$ cat src/rtl/vram_arbiter_if.sv
// VRAM arbiter bus: per-requester request vectors, the shared framebuffer port and status.
// The slave modport is the arbiter; the master modport is the requester/framebuffer side.
interface vram_arbiter_if #(
    parameter int NUM_REQ = 4
);
    localparam int GRANT_W = $clog2(NUM_REQ);

    logic [NUM_REQ-1:0]    req_sel_i;
    logic [NUM_REQ-1:0]    req_wr_i;
    logic [4*NUM_REQ-1:0]  req_mask_i;
    logic [24*NUM_REQ-1:0] req_address_i;
    logic [16*NUM_REQ-1:0] req_data_i;
    logic [NUM_REQ-1:0]    req_ack_o;
    logic [15:0]           req_data_o;

    logic                  fb_sel_o;
    logic                  fb_wr_o;
    logic [3:0]            fb_mask_o;
    logic [23:0]           fb_address_o;
    logic [15:0]           fb_data_o;
    logic                  fb_ack_i;
    logic [15:0]           fb_data_i;

    logic [GRANT_W-1:0]    grant_o;
    logic                  busy_o;
    logic                  timeout_o;

    modport slave (
        input  req_sel_i, req_wr_i, req_mask_i, req_address_i, req_data_i,
        input  fb_ack_i, fb_data_i,
        output req_ack_o, req_data_o,
        output fb_sel_o, fb_wr_o, fb_mask_o, fb_address_o, fb_data_o,
        output grant_o, busy_o, timeout_o
    );

    modport master (
        output req_sel_i, req_wr_i, req_mask_i, req_address_i, req_data_i,
        output fb_ack_i, fb_data_i,
        input  req_ack_o, req_data_o,
        input  fb_sel_o, fb_wr_o, fb_mask_o, fb_address_o, fb_data_o,
        input  grant_o, busy_o, timeout_o
    );
endinterface

$ cat src/rtl/vram_arbiter.sv
// Round-robin arbiter sharing the framebuffer's single VRAM port among NUM_REQ requesters.
// Define VRAM_ARBITER_TIMEOUT_EN to abort transactions stalled in WAIT for TIMEOUT_CYCLES.
module vram_arbiter #(
    parameter int NUM_REQ        = 4,
    parameter int TIMEOUT_CYCLES = 1024
) (
    input  logic          clk,
    input  logic          reset_i,
    vram_arbiter_if.slave bus
);
    localparam int GRANT_W = $clog2(NUM_REQ);

    if (NUM_REQ < 2 || NUM_REQ > 8 || TIMEOUT_CYCLES < 1) begin : g_bad_params
        $error("vram_arbiter: NUM_REQ must be 2..8 and TIMEOUT_CYCLES at least 1");
    end

    typedef enum logic [1:0] {
        S_IDLE,
        S_WAIT,
        S_RELEASE
    } state_t;

    state_t             state;
    state_t             state_next;

    logic [GRANT_W-1:0] last;
    logic [GRANT_W-1:0] winner;
    logic               any_req;
    logic               timeout_hit;

    logic               fb_sel_q;
    logic               fb_wr_q;
    logic [3:0]         fb_mask_q;
    logic [23:0]        fb_address_q;
    logic [15:0]        fb_data_q;
    logic [NUM_REQ-1:0] req_ack_q;
    logic [15:0]        req_data_q;
    logic [GRANT_W-1:0] grant_q;

    logic [3:0]         mask_arr    [NUM_REQ];
    logic [23:0]        address_arr [NUM_REQ];
    logic [15:0]        data_arr    [NUM_REQ];

    for (genvar i = 0; i < NUM_REQ; i++) begin : g_unpack
        assign mask_arr[i]    = bus.req_mask_i[4*i +: 4];
        assign address_arr[i] = bus.req_address_i[24*i +: 24];
        assign data_arr[i]    = bus.req_data_i[16*i +: 16];
    end

    // Winner is the first requesting index after the last one served, wrapping around.
    always_comb begin
        // NOTE: every variable gets a default first so no path leaves it unassigned (no latch).
        any_req = 1'b0;
        winner  = '0;
        for (int k = 1; k <= NUM_REQ; k++) begin
            logic [GRANT_W-1:0] idx;
            idx = GRANT_W'((int'(last) + k) % NUM_REQ);
            if (!any_req && bus.req_sel_i[idx]) begin
                any_req = 1'b1;
                winner  = idx;
            end
        end
    end

    always_ff @(posedge clk) begin
        if (reset_i) begin
            state <= S_IDLE;
        end else begin
            state <= state_next;
        end
    end

    always_comb begin
        state_next = state;
        case (state)
            S_IDLE:    if (any_req) state_next = S_WAIT;
            S_WAIT:    if (bus.fb_ack_i || timeout_hit) state_next = S_RELEASE;
            S_RELEASE: state_next = S_IDLE;
            default:   state_next = S_IDLE;
        endcase
    end

    // Downstream fields are captured at grant and frozen until the transaction ends.
    always_ff @(posedge clk) begin
        // NOTE: state registers use non-blocking assignments so every flop samples pre-edge values.
        if (reset_i) begin
            fb_sel_q     <= 1'b0;
            fb_wr_q      <= 1'b0;
            fb_mask_q    <= '0;
            fb_address_q <= '0;
            fb_data_q    <= '0;
            req_ack_q    <= '0;
            req_data_q   <= '0;
            grant_q      <= '0;
            last         <= GRANT_W'(NUM_REQ - 1);
        end else begin
            req_ack_q <= '0;
            case (state)
                S_IDLE: begin
                    fb_sel_q <= any_req;
                    if (any_req) begin
                        fb_wr_q      <= bus.req_wr_i[winner];
                        fb_mask_q    <= mask_arr[winner];
                        fb_address_q <= address_arr[winner];
                        fb_data_q    <= data_arr[winner];
                        grant_q      <= winner;
                    end
                end
                S_WAIT: begin
                    if (bus.fb_ack_i || timeout_hit) begin
                        fb_sel_q           <= 1'b0;
                        req_ack_q[grant_q] <= 1'b1;
                        req_data_q         <= bus.fb_ack_i ? bus.fb_data_i : 16'h0000;
                        last               <= grant_q;
                    end
                end
                default: ;
            endcase
        end
    end

`ifdef VRAM_ARBITER_TIMEOUT_EN
    localparam int CNT_W = $clog2(TIMEOUT_CYCLES) + 1;

    logic [CNT_W-1:0] wait_cnt;
    logic             timeout_q;

    // An ack on the expiry cycle takes precedence over the abort.
    assign timeout_hit = (state == S_WAIT) && !bus.fb_ack_i &&
                         (wait_cnt == CNT_W'(TIMEOUT_CYCLES - 1));

    always_ff @(posedge clk) begin
        if (reset_i) begin
            wait_cnt  <= '0;
            timeout_q <= 1'b0;
        end else begin
            timeout_q <= timeout_hit;
            if (state != S_WAIT) begin
                wait_cnt <= '0;
            end else if (!timeout_hit) begin
                wait_cnt <= wait_cnt + 1'b1;
            end
        end
    end

    assign bus.timeout_o = timeout_q;
`else
    assign timeout_hit   = 1'b0;
    assign bus.timeout_o = 1'b0;
`endif

    assign bus.fb_sel_o     = fb_sel_q;
    assign bus.fb_wr_o      = fb_wr_q;
    assign bus.fb_mask_o    = fb_mask_q;
    assign bus.fb_address_o = fb_address_q;
    assign bus.fb_data_o    = fb_data_q;
    assign bus.req_ack_o    = req_ack_q;
    assign bus.req_data_o   = req_data_q;
    assign bus.grant_o      = grant_q;
    assign bus.busy_o       = (state != S_IDLE);
endmodule
$ cat src/flat_wrapper.sv
// flat-port wrapper written by rule: the top's interface ports become plain ports
module vram_arbiter_flat 
#(
    parameter int NUM_REQ        = 4,
    parameter int TIMEOUT_CYCLES = 1024
)
  (clk, reset_i, bus_req_sel_i, bus_req_wr_i, bus_req_mask_i, bus_req_address_i, bus_req_data_i, bus_fb_ack_i, bus_fb_data_i, bus_req_ack_o, bus_req_data_o, bus_fb_sel_o, bus_fb_wr_o, bus_fb_mask_o, bus_fb_address_o, bus_fb_data_o, bus_grant_o, bus_busy_o, bus_timeout_o);
  vram_arbiter_if #(.NUM_REQ(NUM_REQ)) bus_i ();
  input  logic clk;
  input  logic reset_i;
  input wire logic [$bits(bus_i.req_sel_i)-1:0] bus_req_sel_i;
  input wire logic [$bits(bus_i.req_wr_i)-1:0] bus_req_wr_i;
  input wire logic [$bits(bus_i.req_mask_i)-1:0] bus_req_mask_i;
  input wire logic [$bits(bus_i.req_address_i)-1:0] bus_req_address_i;
  input wire logic [$bits(bus_i.req_data_i)-1:0] bus_req_data_i;
  input wire logic [$bits(bus_i.fb_ack_i)-1:0] bus_fb_ack_i;
  input wire logic [$bits(bus_i.fb_data_i)-1:0] bus_fb_data_i;
  output wire logic [$bits(bus_i.req_ack_o)-1:0] bus_req_ack_o;
  output wire logic [$bits(bus_i.req_data_o)-1:0] bus_req_data_o;
  output wire logic [$bits(bus_i.fb_sel_o)-1:0] bus_fb_sel_o;
  output wire logic [$bits(bus_i.fb_wr_o)-1:0] bus_fb_wr_o;
  output wire logic [$bits(bus_i.fb_mask_o)-1:0] bus_fb_mask_o;
  output wire logic [$bits(bus_i.fb_address_o)-1:0] bus_fb_address_o;
  output wire logic [$bits(bus_i.fb_data_o)-1:0] bus_fb_data_o;
  output wire logic [$bits(bus_i.grant_o)-1:0] bus_grant_o;
  output wire logic [$bits(bus_i.busy_o)-1:0] bus_busy_o;
  output wire logic [$bits(bus_i.timeout_o)-1:0] bus_timeout_o;
  assign bus_i.req_sel_i = bus_req_sel_i;
  assign bus_i.req_wr_i = bus_req_wr_i;
  assign bus_i.req_mask_i = bus_req_mask_i;
  assign bus_i.req_address_i = bus_req_address_i;
  assign bus_i.req_data_i = bus_req_data_i;
  assign bus_i.fb_ack_i = bus_fb_ack_i;
  assign bus_i.fb_data_i = bus_fb_data_i;
  assign bus_req_ack_o = bus_i.req_ack_o;
  assign bus_req_data_o = bus_i.req_data_o;
  assign bus_fb_sel_o = bus_i.fb_sel_o;
  assign bus_fb_wr_o = bus_i.fb_wr_o;
  assign bus_fb_mask_o = bus_i.fb_mask_o;
  assign bus_fb_address_o = bus_i.fb_address_o;
  assign bus_fb_data_o = bus_i.fb_data_o;
  assign bus_grant_o = bus_i.grant_o;
  assign bus_busy_o = bus_i.busy_o;
  assign bus_timeout_o = bus_i.timeout_o;
  vram_arbiter #(.NUM_REQ(NUM_REQ), .TIMEOUT_CYCLES(TIMEOUT_CYCLES)) u_core (.clk(clk), .reset_i(reset_i), .bus(bus_i));
endmodule
$ cat config.mk
export PLATFORM = sky130hd
export DESIGN_NAME = vram_arbiter_flat
export DESIGN_NICKNAME = d
export VERILOG_FILES = /design/src/rtl/vram_arbiter_if.sv /design/src/rtl/vram_arbiter.sv /design/src/flat_wrapper.sv
export SDC_FILE = /design/constraint.sdc
export NUM_CORES = 1
export LEC_CHECK = 0
export ABC_AREA = 1
export BUFFER_PORTS_ARGS = -buffer_cell sky130_fd_sc_hd__buf_2
export CORE_ASPECT_RATIO = 0.75
export CORE_MARGIN = 5
export CORE_UTILIZATION = 38
export DETAILED_ROUTE_END_ITERATION = 10
export PLACE_DENSITY = 0.81
export RECOVER_POWER = 50
export SETUP_SLACK_MARGIN = 0.3
export SLEW_MARGIN = 20
export SYNTH_ARGS = -nofsm -noshare
export SYNTH_HDL_FRONTEND = slang
export SYNTH_SLANG_ARGS = --single-unit
$ cat constraint.sdc
create_clock -name clk -period 5.6 [get_ports clk]
set_input_delay 0.84 -clock clk [delete_from_list [all_inputs] [get_ports clk]]
set_output_delay 0.84 -clock clk [all_outputs]
set_load 0.1 [all_outputs]
==> metrics.md, run 1 <==
| Metric | Value |
|---|---|
| Measured slew at the worst slew-check pin | 3.15 ns |
| Clock buffer depth | 2 |
| Most frequent cells in the layout | 225 x nand2_1, 203 x buf_2, 156 x inv_1 |
| Syn avg cell area | 5.69 um^2 |
| Vias per inst | 4.65 |
| # fillers | 1334 |
| Port bufs | 271 |
| Post-place setup slack | 1.87 ns |
| Commonest non-fill, non-tap cell in the layout | nand2_1 |
| Post-route setup slack | 1.74 ns |
| Min Clock Period, post-route | 3.86 ns |
| Post-cts resize count | 0 |
| Synth Area in Simple Gates | 49.6% |
| Chip width | 141 um |
| Crit end category | flop |
| Initial antenna violation count | 1 |
| Fraction of layout cells with a size suffix above 1 | 22.3% |
| Final setup vio count | 0 |
| PwrDens | 481 mW/mm^2 |
| Clock-pin slew on the worst setup and hold paths | 0.06 ns |
| Row count | 35 |
| Failing checks | capacitance limit, slew limit |
| DR vias | 5876 |
| Synth warn | 0 |
| Max IR drop VDD | 0.000227 V |
| Mapped Cells | 858 |
| Worst-Skew Late Latency | 0.33 ns |
| Number of I/O pins | 273 |
| Register area share after synthesis | 29.5% |
| Adder-cell area share of the yosys netlist | 0% |
| Post-synthesis compound-gate area fraction | 2.69% |
| DP Wirelength | 11.8 mm |
| Post-route setup TNS | 0 ns |
| Drt total wl | 15.9 mm |
| WS Path Type | primary input to flop |
| Hold Path Class | flop to flop |
| Drt drc | 0 |
| Final nets | 1295 |
| Placer congestion estimate | 0.838 |
| Wire length per cell | 12.6 um |
| DR pass1 iterations | 5 |
| RSZ-0062 raised after global routing | no |
| Core region area | 0.0124 mm^2 |
| Max Fclk | 259 MHz |
| Mux cell area share after synthesis | 0% |
| Post-DP Area | 0.00621 mm^2 |
| Routed Antenna Nets | 0 |
| First-pass GRT wire length | 25.3 mm |
| Pleak | 3.75 nW |
| Max Cap Violations | 1 |
| CTS buffer count | 9 |
| Synth cell types | 27 |
| Largest family of logic cells by synthesized area | simple AND/OR/NAND/NOR gates |
| CP required | 5.69 ns |
| Dominant cell type by area after synthesis | dfxtp_1 |
| Final Cell Area | 0.00642 mm^2 |
| Status | finished with violations |
| Final Slew Violations | 69 |
| Post-route clock period utilization | 68.9% |
| Post-Syn Area | 0.00488 mm^2 |
| Die height | 108 um |
| Seq cells post-synth | 72 |
| Congestion Overflow GR | 0 |
| Final Power | 0.00309 W |
| Area Overhead vs Synth | 31.7% |
| Worst slew margin | -110% |
| GRT Resource Usage Total | 20.0% |
| Sinks on Clock Net | 72 |
| Critical path arrival | 3.95 ns |
| CTS tree | done |
| Post-CTS Repair Setup Buffers | 0 |
| Worst setup SP type | primary input |
| Die ar. | 0.0152 mm^2 |
| CTS hold repair buffers | 0 |
| Root Driver | clkbuf_16 |
| Synth Net Count | 1061 |
| Starting Density | 39.2% |
| Area share of xor/xnor cells in the synthesized design | 0% |
| Vias in the first global route | 5263 |
| DRT iter0 DRCs | 330 |
| Crit Path Max Fanout | 68 |
| H-tree levels | 3 |
| Synth top area share | 29.5% |
| Synth area leaders | dfxtp_1 30%, nand2_1 17%, nand3_1 16% |
| Clock Skew | 0.00762 ns |
| Hold Fails Final Rpt | 0 |
| Largest net degree at the start of global routing | 69 |
## layout make-up
cell class | count | area, um^2 | share of cell area (%)
inverters | 161 | 607 | 9.44
flip-flops and latches | 72 | 1440 | 22.4
well taps | 166 | 208 | 3.23
clock buffers | 9 | 225 | 3.51
repair buffers | 276 | 1310 | 20.3
multi-input cells | 572 | 2560 | 39.8
diodes | 1 | 2.50 | 0.0389
clock inverters | 7 | 76.3 | 1.19
## where the power goes
group,switching [W],internal (W)
Sequential,0.0000700,0.000627
Combinational,0.00145,0.000361
Clock,0.000232,0.000349
Total,0.00175,0.00134
## critical path, cell delays in order
cell	delay, ns
buf_2	0.07
clkbuf_1	2.21
inv_1	0.41
nand2_1	0.27
o32ai_1	0.11
## final timing paths
kind                                           from                                       end  slack, ns  cells after the start
min reg2reg  u_core.bus.req_data_o[15]$_SDFFE_PP0P_    u_core.bus.req_data_o[15]$_SDFFE_PP0P_       0.47                      2
max reg2reg             u_core.last[0]$_SDFFE_PP1P_  u_core.bus.fb_address_o[14]$_SDFFE_PP0P_       2.12                     12
min          u_core.bus.req_data_o[15]$_SDFFE_PP0P_    u_core.bus.req_data_o[15]$_SDFFE_PP0P_       0.47                      2
max                                         reset_i        u_core.bus.grant_o[0]$_SDFFE_PP0P_       1.74                      5
## metrics by stage
stage / utilization (%) / hold slack, ns / cells
CTS: 52.4 / 0.466 / 1263
detailed placement: 49.9 / 0.455 / 1247
global placement: 49.9 / 0.449 / 1247
floorplan: - / 0.474 / 858
finish: 51.7 / 0.466 / 1264
global route: 51.7 / 0.486 / 1264
## cell usage after synthesis
master    number
nand2_1      225
inv_1        156
nand3_1      154
nor2_1       137
dfxtp_1       72
buf_2         21
a21oi_1       19
clkbuf_1      17
buf_4         12
nor3b_1       10
nor3b_2       10
inv_2          4
nand2_2        4
buf_1          2
nor3_1         2
o211ai_1       2
a21boi_0       1
buf_6          1
conb_1         1
inv_4          1
nand3_2        1
nand3_4        1
nand3b_1       1
nor2_4         1
nor4_1         1
o21ai_0        1
o32ai_1        1
## cells by family after synthesis
family,after synthesis
AOI/OAI and AO/OA,24
buffers and inverters,214
other,1
DFF,72
and+or+nand+nor,547
## per-layer routing
layer	up-vias	global-route usage (%)	part of all wire, %
met5	-	0	0
met3	24	5.92	9.4
met2	233	32.1	46
li1	3048	-	-
met4	0	5.39	1.7
met1	2571	26.2	43
## flip-flops by register name, summed over array words and instances, names as in the netlist
| name | flops |
|---|---|
| u_core.bus.fb_sel_o | 1 |
| u_core.bus.req_ack_o | 4 |
| u_core.bus.req_data_o | 16 |
| u_core.last | 2 |
| u_core.bus.fb_address_o | 24 |
| u_core.bus.grant_o | 2 |
| u_core.state | 2 |
| u_core.bus.fb_mask_o | 4 |
| u_core.bus.fb_wr_o | 1 |
| u_core.bus.fb_data_o | 16 |
(Power assumes the default switching activity.)
==> run 2: changes to the inputs <==
ABC_AREA = 0   (was 1)
PLACE_DENSITY = 0.84   (was 0.81)
clock period = 3.64 ns   (was 5.6 ns; I/O delays follow)
==> metrics.md, run 2 <==
| Metric | Value |
|---|---|
| Status | finished with violations |
| Failing checks | capacitance limit, slew limit |
| Post-synth EDFFs | 0 |
| Hold Fails Final Rpt | 0 |
| Measured slew at the worst slew-check pin | 1.99 ns |
| Drt drc | 0 |
| RSZ-0062 raised after global routing | no |
| Commonest cells in the netlist | 72 x dfxtp_1, 70 x mux2i_1, 40 x nand2_1, 29 x nor2_1, 28 x nand3b_1 |
| Max Cap Violations | 1 |
| Die ar. | 0.0134 mm^2 |
| Most frequent cells in the layout | 221 x buf_2, 72 x dfxtp_1, 70 x mux2i_1 |
| Clock-pin slew on the worst setup and hold paths | 0.06 ns |
| Core region area | 0.0109 mm^2 |
| Combinational share of power | 41.4% |
| Min Clock Period, post-route | 2.44 ns |
| Area of the multi-input gates | 0.00260 mm^2 |
| Hold Path Class | primary input to flop |
| Hold Slack | 0.452 ns |
| Worst reg2reg startpoint | u_core.state[0]$_SDFFE_PP0P_ |
| Synth warn | 0 |
| Drt total wl | 13.3 mm |
| Critical path arrival | 2.64 ns |
| Crit-path cells | buf_2 > o21a_1 > a211oi_4 > buf_12 > nand2_1 > a211oi_1 > a2111oi_2 |
| Synth async-reset ratio | 0% |
| Final nets | 887 |
| Crit Path Max Fanout | 52 |
| Mapped Cells | 434 |
| Placer congestion estimate | 0.775 |
| Clock buffer depth | 2 |
| Seq cells post-synth | 72 |
| Initial antenna violation count | 0 |
| Fraction of layout cells with a size suffix above 1 | 45.3% |
| Critical Path Max Stage Delay | 0.55 ns |
| Max IR drop VDD | 0.000322 V |
| DR pass1 iterations | 4 |
| Final setup vio count | 0 |
| Max Fclk | 409 MHz |
| Routed Antenna Nets | 0 |
| CTS buffer count | 9 |
| Post-route setup TNS | 0 ns |
| Switching share of total power | 42.3% |
| Pleak | 2.62 nW |
| Crit end category | flop |
| Net Sw Power | 0.00130 W |
| Chip width | 132 um |
| Register area share after synthesis | 33.9% |
| Worst setup SP type | primary input |
| Internal power | 0.00178 W |
| CTS hold repair buffers | 0 |
| Flip-flop count of the largest register after layout | 24 |
| Hold path depth | 3 |
| First-pass GRT wire length | 21.0 mm |
| PwrDens | 519 mW/mm^2 |
| Worst-Skew Late Latency | 0.33 ns |
| Synth top area share | 33.9% |
| Seq pwr share | 29.8% |
| Congestion Overflow GR | 0 |
| CP startpoint | bus_req_sel_i[0] |
| Post-cts resize count | 0 |
| CP required | 3.83 ns |
| Reg2Reg Depth | 4 |
| Final Power | 0.00308 W |
| Sinks on Clock Net | 72 |
| Wire length per cell | 16.0 um |
| Worst slew margin | -33.0% |
| GRT Resource Usage Total | 18.8% |
| Largest net degree at the start of global routing | 53 |
| DR vias | 4244 |
| Slowest cell on crit path | nand2_1 |
| Cell with the most instances after synthesis | dfxtp_1 |
| Hold_sp | bus_fb_data_i[5] |
| DP Wirelength | 10.3 mm |
| Vias in the first global route | 4254 |
| Top Family by Delay on Critical Path | compound AO/OA/AOI/OAI gates |
| Final Slew Violations | 19 |
| Post-route clock period utilization | 67.2% |
| Area Overhead vs Synth | 39.7% |
| Post-Syn Area | 0.00425 mm^2 |
| WS Path Type | primary input to flop |
| Clock Skew | 0.00530 ns |
| Cell depth of the worst setup path | 7 |
| Diodes inserted | 0 |
| Synth Net Count | 637 |
| Clock power share | 28.8% |
| Syn avg cell area | 9.79 um^2 |
| CTS tree | done |
| Root Driver | clkbuf_16 |
| Port bufs | 271 |
| Number of I/O pins | 273 |
| Dominant cell type by area after synthesis | dfxtp_1 |
| Starting Density | 38.8% |
| Die height | 102 um |
| Post-CTS Repair Setup Buffers | 0 |
| Worst path bufs/invs | 2 |
| H-tree levels | 3 |
| Top FF cell, synth | dfxtp_1 |
| DRT iter0 DRCs | 166 |
| FF+latch area | 0.00144 mm^2 |
| Vias per inst | 5.12 |
| Synth area leaders | dfxtp_1 34%, mux2i_1 16%, a2111oi_2 7.1% |
| Row count | 33 |
| # fillers | 1029 |
| Commonest non-fill, non-tap cell in the layout | buf_2 |
| Synth cell types | 35 |
[run 2: worst paths after layout]
path                                              to  slack (ns)
min            u_core.bus.req_data_o[5]$_SDFFE_PP0P_        0.45
max reg2reg    u_core.bus.req_data_o[2]$_SDFFE_PP0P_        1.22
min reg2reg   u_core.bus.req_data_o[13]$_SDFFE_PP0P_        0.45
max          u_core.bus.fb_address_o[8]$_SDFFE_PP0P_        1.20
[run 2: final cells by class]
cell class              count  share of cell area (%)
multi-input cells         317                    43.8
flip-flops and latches     72                    24.3
repair buffers            282                    23.6
clock buffers              10                    4.03
well taps                 140                    2.95
clock inverters             6                    1.14
inverters                   2                   0.127
[run 2: metrics by stage]
stage | instance area [um^2] | util (%) | setup WS, ns | instances
finish | 5930 | 54.2 | 1.20 | 829
global route | 5930 | 54.2 | 0.840 | 829
CTS | 6000 | 54.8 | 1.23 | 829
detailed placement | 5690 | 52.0 | 0.870 | 813
global placement | 5690 | 52.0 | 0.908 | 813
floorplan | 4250 | - | 1.67 | 434
[run 2: metal layers]
layer  vias up  GRT usage (%)  wire [um]  part of all wire [%]
li1       2112              -          -                     -
met1      1943           23.2       5380                    41
met2       173           31.6       6450                    49
met3        16           6.85       1260                   9.5
met4         0           4.51        172                   1.3
met5         -              0          0                     0
[run 2: cell families (layout without fill, tap and decap cells)]
| group | after synthesis | after routing | share of synthesized area, % |
|---|---|---|---|
| buffers and inverters | 45 | 300 | 5.30 |
| AOI/OAI and AO/OA | 89 | 89 | 18.4 |
| muxes | 95 | 95 | 24.8 |
| DFF | 72 | 72 | 33.9 |
| other | 1 | 1 | 0.0883 |
| and+or+nand+nor | 132 | 132 | 17.5 |
[run 2: power by group through the flow]
stage	Sequential (W)	Clock (W)	Combinational [W]
after detailed placement	0.000930	0	0.00129
after global placement	0.000926	0	0.00128
after global routing	0.000926	0.000954	0.00134
after CTS	0.000914	0.000917	0.00130
final	0.000916	0.000887	0.00127
after floorplan	0.00149	0	0.000468
[run 2: worst reg2reg max path, stage by stage (launching register included)]
cell and delay (ns):
dfxtp_1 0.36, inv_1 0.08, nor3b_1 1.55, nand2_1 0.17
a21oi_1 0.19
